## config.mk

```make
export PLATFORM = sky130hd
export DESIGN_NAME = systolic_mac_pe
export DESIGN_NICKNAME = d
export VERILOG_FILES = /design/src/rtl/systolic_mac_pe.sv
export SDC_FILE = /design/constraint.sdc
export NUM_CORES = 1
export LEC_CHECK = 0
export ABC_CLOCK_PERIOD_IN_PS = 15300
export CAP_MARGIN = 20
export CORE_UTILIZATION = 37
export DETAILED_ROUTE_END_ITERATION = 10
export GPL_TIMING_DRIVEN = 1
export PLACE_DENSITY_LB_ADDON = 0.2
export SYNTH_ARGS = -nofsm -noshare
export SYNTH_HDL_FRONTEND = slang
export SYNTH_SLANG_ARGS = --single-unit
```

## constraint.sdc

```tcl
create_clock -name clk -period 15.3 [get_ports clk]
set_input_delay 3.06 -clock clk [delete_from_list [all_inputs] [get_ports clk]]
set_output_delay 3.06 -clock clk [all_outputs]
set_load 0.02 [all_outputs]
```

## src/rtl/systolic_mac_pe.sv

```systemverilog
// Systolic-array MAC processing element: activations flow east, partial sums flow south,
// weights are double-buffered (shadow/active) and daisy-chained south one PE per cycle.
module systolic_mac_pe #(
  parameter int DATA_W   = 16,
  parameter int ACC_W    = 40,
  parameter int SIGNED   = 1,
  parameter int SATURATE = 1
) (
  input  logic              clk,
  input  logic              reset,
  input  logic [DATA_W-1:0] in_data,
  input  logic              in_valid,
  input  logic [ACC_W-1:0]  in_sum,
  input  logic [DATA_W-1:0] w_in,
  input  logic              w_load,
  input  logic              w_swap,
  input  logic              clear_ovf,
  output logic [DATA_W-1:0] out_data,
  output logic              out_valid,
  output logic [ACC_W-1:0]  out_sum,
  output logic [DATA_W-1:0] w_out,
  output logic              w_active_valid,
  output logic              ovf
);

  localparam logic [1:0] ST_EMPTY  = 2'd0;
  localparam logic [1:0] ST_SHADOW = 2'd1;
  localparam logic [1:0] ST_ACTIVE = 2'd2;
  localparam logic [1:0] ST_PEND   = 2'd3;
  localparam logic       SGN       = (SIGNED != 0);
  localparam logic       SAT       = (SATURATE != 0);

  logic [1:0]          r_state;
  logic [1:0]          w_state_nxt;
  logic [DATA_W-1:0]   r_w_shadow;
  logic [DATA_W-1:0]   r_w_active;
  logic [DATA_W-1:0]   r_w_out;
  logic                w_has_shadow;
  logic                w_swap_ok;

  logic [DATA_W-1:0]   w_wgt_p0;
  logic [2*DATA_W-1:0] w_a_ext_p0;
  logic [2*DATA_W-1:0] w_w_ext_p0;
  logic [2*DATA_W-1:0] w_prod_p0;
  logic [ACC_W:0]      w_prod_ext_p0;
  logic [ACC_W:0]      w_sum_ext_p0;
  logic signed [ACC_W:0] w_sum_p0;
  logic                w_ovf_p0;

  logic [DATA_W-1:0]   r_data_p1;
  logic [ACC_W-1:0]    r_sum_p1;
  logic                r_vld_p1;
  logic                r_ovf;

  // True sum is carried at ACC_W+1 bits, so it never wraps before this test.
  function automatic logic ovf_fn(input logic [ACC_W:0] s);
    if (SGN) return s[ACC_W] != s[ACC_W-1];
    return s[ACC_W];
  endfunction

  function automatic logic [ACC_W-1:0] sat_fn(input logic [ACC_W:0] s);
    if (SAT && ovf_fn(s)) begin
      if (!SGN)          return '1;
      else if (s[ACC_W]) return {1'b1, {(ACC_W-1){1'b0}}};
      else               return {1'b0, {(ACC_W-1){1'b1}}};
    end
    return s[ACC_W-1:0];
  endfunction

  assign w_has_shadow   = (r_state == ST_SHADOW) || (r_state == ST_PEND);
  assign w_swap_ok      = w_swap && w_has_shadow;
  assign w_active_valid = (r_state == ST_ACTIVE) || (r_state == ST_PEND);

  always_comb begin
    w_state_nxt = r_state;
    case (r_state)
      ST_EMPTY:  if (w_load) w_state_nxt = ST_SHADOW;
      ST_SHADOW: if (w_swap) w_state_nxt = w_load ? ST_PEND : ST_ACTIVE;
      ST_ACTIVE: if (w_load) w_state_nxt = ST_PEND;
      ST_PEND:   if (w_swap && !w_load) w_state_nxt = ST_ACTIVE;
      default:   w_state_nxt = ST_EMPTY;
    endcase
  end

  always_ff @(posedge clk) begin
    if (reset) begin
      r_state    <= ST_EMPTY;
      r_w_shadow <= '0;
      r_w_active <= '0;
      r_w_out    <= '0;
    end else begin
      r_state <= w_state_nxt;
      if (w_swap_ok) r_w_active <= r_w_shadow;
      if (w_load) begin
        r_w_shadow <= w_in;
        r_w_out    <= w_in;
      end
    end
  end

  // Stage p0: multiply by the pre-edge active weight, extend and add.
  always_comb begin
    w_wgt_p0      = w_active_valid ? r_w_active : '0;
    w_a_ext_p0    = {{DATA_W{SGN & in_data[DATA_W-1]}}, in_data};
    w_w_ext_p0    = {{DATA_W{SGN & w_wgt_p0[DATA_W-1]}}, w_wgt_p0};
    w_prod_p0     = w_a_ext_p0 * w_w_ext_p0;
    w_prod_ext_p0 = {{(ACC_W+1-2*DATA_W){SGN & w_prod_p0[2*DATA_W-1]}}, w_prod_p0};
    w_sum_ext_p0  = {SGN & in_sum[ACC_W-1], in_sum};
    w_sum_p0      = $signed(w_sum_ext_p0 + w_prod_ext_p0);
    w_ovf_p0      = ovf_fn(w_sum_p0);
  end

  // Stage p1: registered outputs toward east/south.
  always_ff @(posedge clk) begin
    if (reset) begin
      r_data_p1 <= '0;
      r_sum_p1  <= '0;
      r_vld_p1  <= 1'b0;
      r_ovf     <= 1'b0;
    end else begin
      r_vld_p1 <= in_valid;
      if (in_valid) begin
        r_data_p1 <= in_data;
        r_sum_p1  <= sat_fn(w_sum_p0);
      end
      if (in_valid && w_ovf_p0) r_ovf <= 1'b1;
      else if (clear_ovf)       r_ovf <= 1'b0;
    end
  end

  assign out_data  = r_data_p1;
  assign out_sum   = r_sum_p1;
  assign out_valid = r_vld_p1;
  assign w_out     = r_w_out;
  assign ovf       = r_ovf;

endmodule

```

==> flow_summary.yaml, run 1 <==
grt:
  antenna_found_initial: 0
  grt.total_usage_pct: 20.52
  grt_pass1_wl_microns: 71810
  first_global_vias: 13744
  overflow: 0
  grt_max_degree: 116
cts:
  clk-insertion-delay-late_ns: 0.38
  numCtsBuffers: 9
  postCtsSetupRepairBufs: 0
  path_clk_slew_ns: 0.07
  root_buffer: "clkbuf_16"
  cts_tree: "yes"
  clockBufferDepth: 2
  cts_htree_levels: 3
  clock_sinks: 92
  cts_resized: 0
  postCtsHoldBufs: 0
floorplan:
  coreArea_sq_um: 44120
  io_pins: 153
  die_area_sq_um: 45520
  die_x_microns: 213.4
  num_rows: 77
  initial_core_util_pct: 37.46
  die_y_microns: 213.4
min_path:
  whs_path_depth: 2
  holdCritPathClass: "flop to flop"
power_and_ir_drop:
  power_density_nw_per_um2: 40.76
  peakVddDrop_v: 0.00004678
  p_leak_nw: 9.636
  report.power.total_w: 0.0007642
detailed_routing:
  dr.pass1.iters: 6
  drt-initial-drc-count: 651
  dr_wl_met2_microns: 21850
  vias_per_cell: 4.991
  vias: 12686
  routedWlPerCell_microns: 17.07
  drc_errors: 0
  totalWireLength_microns: 43390
  met3WireLength_microns: 1497
  drt-met1-wl_microns: 18610
  ant_nets: 0
  top_layer: "met4"
synth:
  synth_edf_count: 0
  synthFlopType: "dfxtp_1"
  ys_top_cells_by_area: "fa_1 (40%), dfxtp_1 (11%), inv_1 (9.5%), ha_1 (8.9%), nand2_1 (5.1%)"
  async_flop_share_pct: 0
  yosys.area.top_type: "fa_1"
  synth_cells: 1877
  yosysWarnings: 0
  syn_avg_cell_area_sq_um: 8.806
  yosysTopAreaCellShare_pct: 40.45
  syn_nets: 2407
  synth_seq_area_share_pct: 11.14
  ys_types: 56
  netlist_area_sq_um: 16530
  ys_seq_elements: 92
sta:
  slew_viol_final: 0
  fin_crit_ns: 10.91
  finClkSkew_ns: 0.01038
  hold_ws_ns: 0.4625
  hold_viol_final: 0
  rsz0062_at_grt: "false"
  setup_violations: 0
  max-slew-margin-rel_pct: 30.48
  timing.final.crit_share_pct: 71.29
  worst_pin_slew_ns: 1.043
  tns_ns: 0
  fmax_mhz: 91.68
job:
  maxCapViolCount: 0
critical_path:
  cp.required_ns: 15.58
  rr_worst_depth: 24
  worst_setup_path_end_kind: "flop"
  critPathArrivalTime_ns: 11.18
  crit_path_start_kind: "primary input"
  critPathMaxFanout: 67
  crit_type: "primary input to flop"
final_layout:
  area_growth_pct: 13.42
  layout-drive-gt1-share_pct: 1.846
  layout.nets: 2475
  layout_common_cells: "inv_1 (420), fa_1 (334), nand2_1 (223), clkdlybuf4s50_1 (150), ha_1 (118)"
  nFillCells: 4510
  layout_commonest_cell: "inv_1"
  num_antenna_cells: 0
placed_design:
  gp_congestion: 0.8797
  port-buffer-count: 152
  dp.final_hpwl_microns: 35320
status:
  status: "finished clean"
## per-layer routing
layer | GRT usage (%) | up-vias
met1 | 26.03 | 6419
li1 | - | 5925
met2 | 36.32 | 272
met3 | 2.080 | 70
met4 | 7.118 | 0
met5 | 0 | -
## critical path, cell delays in order
cell and delay, ns:
clkdlybuf4s50_1 0.77, nand2_1 0.34, inv_1 0.10, fa_1 0.73, fa_1 0.44, inv_1 0.34
fa_1 0.63, fa_1 0.74, inv_1 0.17, fa_1 0.50, inv_1 0.05, fa_1 0.47
inv_1 0.04, ha_1 0.32, inv_1 0.12, nor3_1 0.34, nand4_1 0.19, or3_1 0.34
o21ba_2 0.25, a211oi_4 0.21, buf_4 0.52, o21ai_0 0.18, a311oi_1 0.28
## cell families (layout without fill, tap and decap cells)
group	count (synthesis)	in the layout	share of synthesized area, %
buffers and inverters	523	596	12.16
flip-flops	92	92	11.14
adder cells (fa/ha/maj)	455	455	49.56
multiplexers	34	34	2.059
AO/OA/AOI/OAI	212	212	8.448
XOR/XNOR	38	38	2.013
AND/OR/NAND/NOR	523	523	14.62
## metrics by stage
step | util, % | area (sq um) | worst slack (ns) | instances
after floorplan | - | 16530 | 5.570 | 1877
after global placement | 41.75 | 18420 | 4.026 | 2525
after detailed placement | 41.75 | 18420 | 3.948 | 2525
after CTS | 42.43 | 18720 | 4.339 | 2541
after global routing | 42.49 | 18750 | 3.861 | 2542
final | 42.49 | 18750 | 4.393 | 2542
## final cells by class
cell class	instances	area (sq um)	area share, %
sequential	92	1843	9.830
timing repair buffer	160	1597	8.516
multi-input combinational	1262	12690	67.69
clock buffer	10	229.0	1.221
clock inverter	6	71.32	0.3804
tap	592	740.7	3.951
inverter	420	1577	8.409
## worst paths after layout
| check | startpoint | to | slack [ns] |
|---|---|---|---|
| setup / recovery | in_data[15] | out_sum[5]$_SDFFE_PP0P_ | 4.39 |
| hold / removal | r_w_active[15]$_SDFFE_PP0P_ | r_w_active[15]$_SDFFE_PP0P_ | 0.46 |
| setup reg to reg | r_state[1]$_SDFFE_PP0P_ | out_sum[5]$_SDFFE_PP0P_ | 6.32 |
| hold reg to reg | r_w_active[15]$_SDFFE_PP0P_ | r_w_active[15]$_SDFFE_PP0P_ | 0.46 |
## sequential cells by signal, summed over array words and instances (netlist names)
signal      flops
r_state         2
w_out          16
ovf             1
out_valid       1
out_data       16
out_sum        40
r_w_active     16
## synthesized netlist by cell type (all sizes together), types with 5 or more instances
cell	instances
inv	420
fa	334
nand2	223
ha	118
and3	114
nor2	112
dfxtp	92
clkbuf	90
o21ai	59
a21oi	48
a311oi	36
mux2i	34
xnor2	26
a21o	20
nand3	17
and2	14
buf	13
a211oi	12
xor2	12
nand2b	9
nor3	7
nand4	6
o21bai	6
or3	5
## where the power goes
part | switching (W) | internal [W] | total [W]
registers | 0.0000141 | 0.000257 | 0.000271
clock network | 0.000111 | 0.000128 | 0.000239
logic | 0.000149 | 0.000106 | 0.000255
total | 0.000273 | 0.000491 | 0.000764
Note: power is estimated with default switching activity, not from simulation.
==> run 2, diff against run 1 <==
--- a/config.mk
+++ b/config.mk
@@ -5,7 +5,7 @@
 export SDC_FILE = /design/constraint.sdc
 export NUM_CORES = 1
 export LEC_CHECK = 0
-export ABC_CLOCK_PERIOD_IN_PS = 15300
+export ABC_CLOCK_PERIOD_IN_PS = 9100
 export CAP_MARGIN = 20
 export CORE_UTILIZATION = 37
 export DETAILED_ROUTE_END_ITERATION = 10
==> constraint.sdc (replaced) <==
create_clock -name clk -period 9.1 [get_ports clk]
set_input_delay 1.82 -clock clk [delete_from_list [all_inputs] [get_ports clk]]
set_output_delay 1.82 -clock clk [all_outputs]
set_load 0.02 [all_outputs]
==> run 2 against run 1 <==
Compared with the run above: flip-flop and latch count unchanged; sequential power increased by 68%; clock-buffer cell count is the same; utilization up 1.6 points; final cell count up 3.0%; critical endpoint is now out_sum[37]$_SDFFE_PP0P_.
==> flow_summary.yaml, run 2 (synthesis gave the netlist of run 1 again) <==
power_and_ir_drop:
  pwr-share-clk_pct: 30.7
  power_density_nw_per_um2: 68.05
  pwr-share-seq_pct: 34.3
  netSwitchingPower_w: 0.0004631
  switching_share_pct: 34.95
  p_leak_nw: 10.06
  p_int_w: 0.0008618
  power_frac_comb_pct: 35.0
  peakVddDrop_v: 0.00008307
cts:
  postCtsSetupRepairBufs: 0
  cts_tree: "yes"
  numCtsBuffers: 9
  clock_sinks: 92
  path_clk_slew_ns: 0.07
  clk-insertion-delay-late_ns: 0.37
  postCtsHoldBufs: 0
  cts_htree_levels: 3
  cts_resized: 0
  root_buffer: "clkbuf_16"
  clockBufferDepth: 2
critical_path:
  worst_setup_path_end_kind: "flop"
  crit_path_start_kind: "primary input"
  crit_type: "primary input to flop"
  critPathArrivalTime_ns: 9.05
  cp.required_ns: 9.39
  critPathMaxFanout: 8
detailed_routing:
  routedWlPerCell_microns: 16.87
  totalWireLength_microns: 44180
  vias_per_cell: 4.933
  drc_errors: 0
  drt-initial-drc-count: 698
  dr.pass1.iters: 8
  ant_nets: 0
  vias: 12919
grt:
  grt_max_degree: 97
  grt_pass1_wl_microns: 73220
  first_global_vias: 13992
  antenna_found_initial: 1
  grt.total_usage_pct: 20.88
  overflow: 0
sta:
  worst_pin_slew_ns: 1.038
  setup_violations: 0
  slew_viol_final: 0
  hold_viol_final: 0
  fin_crit_ns: 8.764
  finClkSkew_ns: 0.006181
  rsz0062_at_grt: "false"
  max-slew-margin-rel_pct: 30.81
  timing.final.crit_share_pct: 96.31
  fmax_mhz: 114.1
  tns_ns: 0
  hold_ws_ns: 0.4700
placed_design:
  dpl-instance-area_sq_um: 19130
  gp_congestion: 0.8940
  dp.cells: 2601
  port-buffer-count: 152
  dp.final_hpwl_microns: 36240
floorplan:
  initial_core_util_pct: 37.46
  die_area_sq_um: 45520
  die_x_microns: 213.4
  io_pins: 153
  coreArea_sq_um: 44120
  die_y_microns: 213.4
  num_rows: 77
final_layout:
  layout_common_cells: "inv_1 (420), fa_1 (334), nand2_1 (223), clkdlybuf4s50_1 (150), ha_1 (118)"
  nFillCells: 4449
  layout.nets: 2551
  largest_register_ffs: 40
  layout_commonest_cell: "inv_1"
  area_growth_pct: 17.77
  fin_util_pct: 44.12
  layout.cells.non_filler: 2619
  layout-drive-gt1-share_pct: 5.627
  fin_area_sq_um: 19470
job:
  maxCapViolCount: 0
min_path:
  holdCritPathClass: "flop to flop"
status:
  status: "finished clean"
==> run 2: final timing paths <==
check | start | endpoint | slack (ns) | cells past startpoint
worst max-delay path | in_data[15] | out_sum[37]$_SDFFE_PP0P_ | 0.34 | 26
worst max register to register | r_state[1]$_SDFFE_PP0P_ | out_sum[37]$_SDFFE_PP0P_ | 1.01 | 22
worst min-delay path | r_w_active[15]$_SDFFE_PP0P_ | r_w_active[15]$_SDFFE_PP0P_ | 0.47 | 2
worst min register to register | r_w_active[15]$_SDFFE_PP0P_ | r_w_active[15]$_SDFFE_PP0P_ | 0.47 | 2
==> run 2: routing by layer <==
layer  vias to the layer above  global-route usage, %  share of wire, %  wire length, microns
li1                       6083                      -                 -                     -
met1                      6513                  26.39                42                 18670
met2                       263                  37.02                51                 22660
met3                        60                  2.578               3.9                  1702
met4                         0                  6.552               2.6                  1144
met5                         -                      0                 0                     0
==> run 2: power by group through the flow <==
stage	clock, W	sequential (W)	combinational (W)
2_1_floorplan	0	0.000488	0.000239
3_3_place_gp	0	0.000465	0.000462
3_5_place_dp	0	0.000465	0.000467
4_1_cts	0.000423	0.000455	0.000468
5_1_grt	0.000438	0.000459	0.000518
6_report	0.000406	0.000455	0.000464
==> run 2: area by class of cell <==
class                           instances  area [sq um]  area share, %
Multi-Input combinational cell       1262         12700          65.23
Timing Repair Buffer                  236          2297          11.80
Sequential cell                        92          1843          9.467
Inverter                              420          1577          8.098
Tap cell                              592         740.7          3.805
Clock buffer                           10         239.0          1.228
Clock inverter                          6         70.07         0.3599
Antenna cell                            1         2.502        0.01285
==> run 2: through the flow <==
stage / setup WS (ns) / power, W
final: 0.3360 / 0.001325
after floorplan: 0.6097 / 0.0007271
after global placement: -0.07577 / 0.0009261
after CTS: 0.2627 / 0.001347
after global routing: 0.002410 / 0.001414
after detailed placement: -0.1184 / 0.0009313
==> run 2: worst max-delay path: stages <==
cell	delay, ns
clkdlybuf4s50_1	0.65
nand2_1	0.16
inv_1	0.11
fa_1	0.44
buf_4	0.18
fa_1	0.49
inv_1	0.06
fa_1	0.49
inv_1	0.05
fa_1	0.50
fa_1	0.49
inv_1	0.05
fa_1	0.47
inv_1	0.04
ha_1	0.29
buf_4	0.16
a21oi_1	0.13
o21ai_0	0.09
o21bai_1	0.15
or3_2	0.53
o311ai_0	0.48
a211oi_1	0.15
or3_1	0.38
xnor2_1	0.14
maj3_1	0.35
a211oi_1	0.22
==> run 3, diff against run 2 <==
--- a/config.mk
+++ b/config.mk
@@ -8,9 +8,11 @@
 export ABC_CLOCK_PERIOD_IN_PS = 9100
 export CAP_MARGIN = 20
 export CORE_UTILIZATION = 37
+export CTS_CLUSTER_SIZE = 30
 export DETAILED_ROUTE_END_ITERATION = 10
 export GPL_TIMING_DRIVEN = 1
 export PLACE_DENSITY_LB_ADDON = 0.2
+export SLEW_MARGIN = 20
 export SYNTH_ARGS = -nofsm -noshare
 export SYNTH_HDL_FRONTEND = slang
 export SYNTH_SLANG_ARGS = --single-unit
==> run 3 against run 2 <==
Compared with the run above: combinational power about the same; total power about the same; flip-flop and latch count unchanged; first-iteration DRC count increased by 8.2%; clock power about the same; final area about the same; sequential power about the same; largest cell class unchanged.
==> flow_summary.yaml, run 3 (synthesis gave the netlist of run 1 again) <==
sta:
  slew_viol_final: 0
  fmax_mhz: 114.1
  fin_crit_ns: 8.766
  finClkSkew_ns: 0.006106
  timing.final.crit_share_pct: 96.33
  rsz0062_at_grt: "false"
  max-slew-margin-rel_pct: 31.32
  worst_pin_slew_ns: 1.030
  hold_viol_final: 0
  setup_violations: 0
status:
  status: "finished clean"
grt:
  first_global_vias: 13992
  antenna_found_initial: 1
  grt_max_degree: 97
  grt_pass1_wl_microns: 73220
  grt.total_usage_pct: 20.88
  overflow: 0
critical_path:
  r2r_setup_slack_ns: 1.01
  critPathArrivalTime_ns: 9.05
  crit_top_cell: "fa_1"
  worst_setup_path_end_kind: "flop"
  path_buf_inv: 8
  crit_path_start: "in_data[15]"
  cp_top_family: "adder cells"
  reg2reg_from: "r_state[1]$_SDFFE_PP0P_"
  cp.required_ns: 9.39
  max_stage_delay_ns: 0.66
  crit_path_start_kind: "primary input"
  slowest_stage: "clkdlybuf4s50_1"
  critPathMaxFanout: 8
  r2r-end: "out_sum[37]$_SDFFE_PP0P_"
  crit_type: "primary input to flop"
  rr_worst_depth: 22
final_layout:
  layout_common_cells: "inv_1 (420), fa_1 (334), nand2_1 (223), clkdlybuf4s50_1 (150), ha_1 (118)"
  area_growth_pct: 17.67
  layout.nets: 2550
  layout_commonest_cell: "inv_1"
  largest_register_ffs: 40
  fin_util_pct: 44.08
  nFillCells: 4450
  layout.cells.non_filler: 2618
  layout-drive-gt1-share_pct: 5.580
  fin_area_sq_um: 19450
cts:
  cts_tree: "yes"
  clk-insertion-delay-late_ns: 0.37
  postCtsHoldBufs: 0
  clock_sinks: 92
  numCtsBuffers: 9
  cts_htree_levels: 3
  root_buffer: "clkbuf_16"
  postCtsSetupRepairBufs: 0
  path_clk_slew_ns: 0.07
  clockBufferDepth: 2
  cts_resized: 0
detailed_routing:
  drc_errors: 0
  vias: 12954
  routedWlPerCell_microns: 16.93
  vias_per_cell: 4.948
  drt-initial-drc-count: 755
  dr.pass1.iters: 5
  ant_nets: 0
  totalWireLength_microns: 44320
power_and_ir_drop:
  peakVddDrop_v: 0.00008332
  p_leak_nw: 10.06
  report.power.total_w: 0.001324
  power_density_nw_per_um2: 68.07
min_path:
  hp-start: "r_w_active[15]$_SDFFE_PP0P_"
  whs_path_depth: 2
  hold_end: "r_w_active[15]$_SDFFE_PP0P_"
  holdCritPathClass: "flop to flop"
placed_design:
  port-buffer-count: 152
  dpl-instance-area_sq_um: 19130
  gp_congestion: 0.8940
  dp.cells: 2601
  dp.final_hpwl_microns: 36240
floorplan:
  die_x_microns: 213.4
  num_rows: 77
  die_y_microns: 213.4
  coreArea_sq_um: 44120
  io_pins: 153
  die_area_sq_um: 45520
  initial_core_util_pct: 37.46
job:
  maxCapViolCount: 0
## run 3: area by class of cell
type,instances,area [sq um],area share (%)
multi-input combinational,1262,12700,65.28
timing repair buffer,235,2281,11.73
sequential,92,1843,9.475
inverter,420,1577,8.105
tap,592,740.7,3.808
clock buffer,10,239.0,1.229
clock inverter,6,70.07,0.3602
antenna,1,2.502,0.01287
## run 3: worst reg2reg max path: stages (launching register included)
cell and delay, ns:
dfxtp_2 0.78, nand2_1 0.69, or2_2 0.54, fa_1 0.45
fa_1 0.49, inv_1 0.05, fa_1 0.52, fa_1 0.45
fa_1 0.50, inv_1 0.05, fa_1 0.48, inv_1 0.04
ha_1 0.29, buf_4 0.17, a31oi_1 0.20, o21bai_1 0.07
or3_2 0.53, o311ai_0 0.49, a211oi_1 0.15, or3_1 0.38
xnor2_1 0.14, maj3_1 0.35, a211oi_1 0.22
## run 3: how the worst max path moves through the flow
stage                                     to  slack, ns  cells past startpoint
floorplan           out_sum[29]$_SDFFE_PP0P_       0.61                     24
global placement    out_sum[34]$_SDFFE_PP0P_      -0.08                     28
finish              out_sum[37]$_SDFFE_PP0P_       0.33                     26
detailed placement  out_sum[34]$_SDFFE_PP0P_      -0.12                     28
CTS                 out_sum[34]$_SDFFE_PP0P_       0.26                     28
global route         out_sum[7]$_SDFFE_PP0P_      0.002                     28
## run 3: power breakdown
part | switching [W] | total [W] | internal, W
logic | 0.000257 | 0.000463 | 0.000206
clock network | 0.000183 | 0.000406 | 0.000223
registers | 0.0000231 | 0.000455 | 0.000432
total | 0.000463 | 0.00132 | 0.000861
## run 3: metal layers
| metal | vias up | track usage [%] | share of wire [%] |
|---|---|---|---|
| met3 | 67 | 2.578 | 4.3 |
| met2 | 291 | 37.02 | 51 |
| met5 | - | 0 | 0 |
| met1 | 6516 | 26.39 | 42 |
| met4 | 0 | 6.552 | 2.6 |
| li1 | 6080 | - | - |
## run 3: stage by stage
stage / hold slack [ns] / TNS (ns) / setup slack [ns]
2_1_floorplan: 0.4366 / 0 / 0.6097
6_report: 0.4684 / 0 / 0.3337
3_3_place_gp: 0.4576 / -0.07577 / -0.07577
4_1_cts: 0.4763 / 0 / 0.2627
5_1_grt: 0.4944 / 0 / 0.002410
3_5_place_dp: 0.4629 / -0.1568 / -0.1184
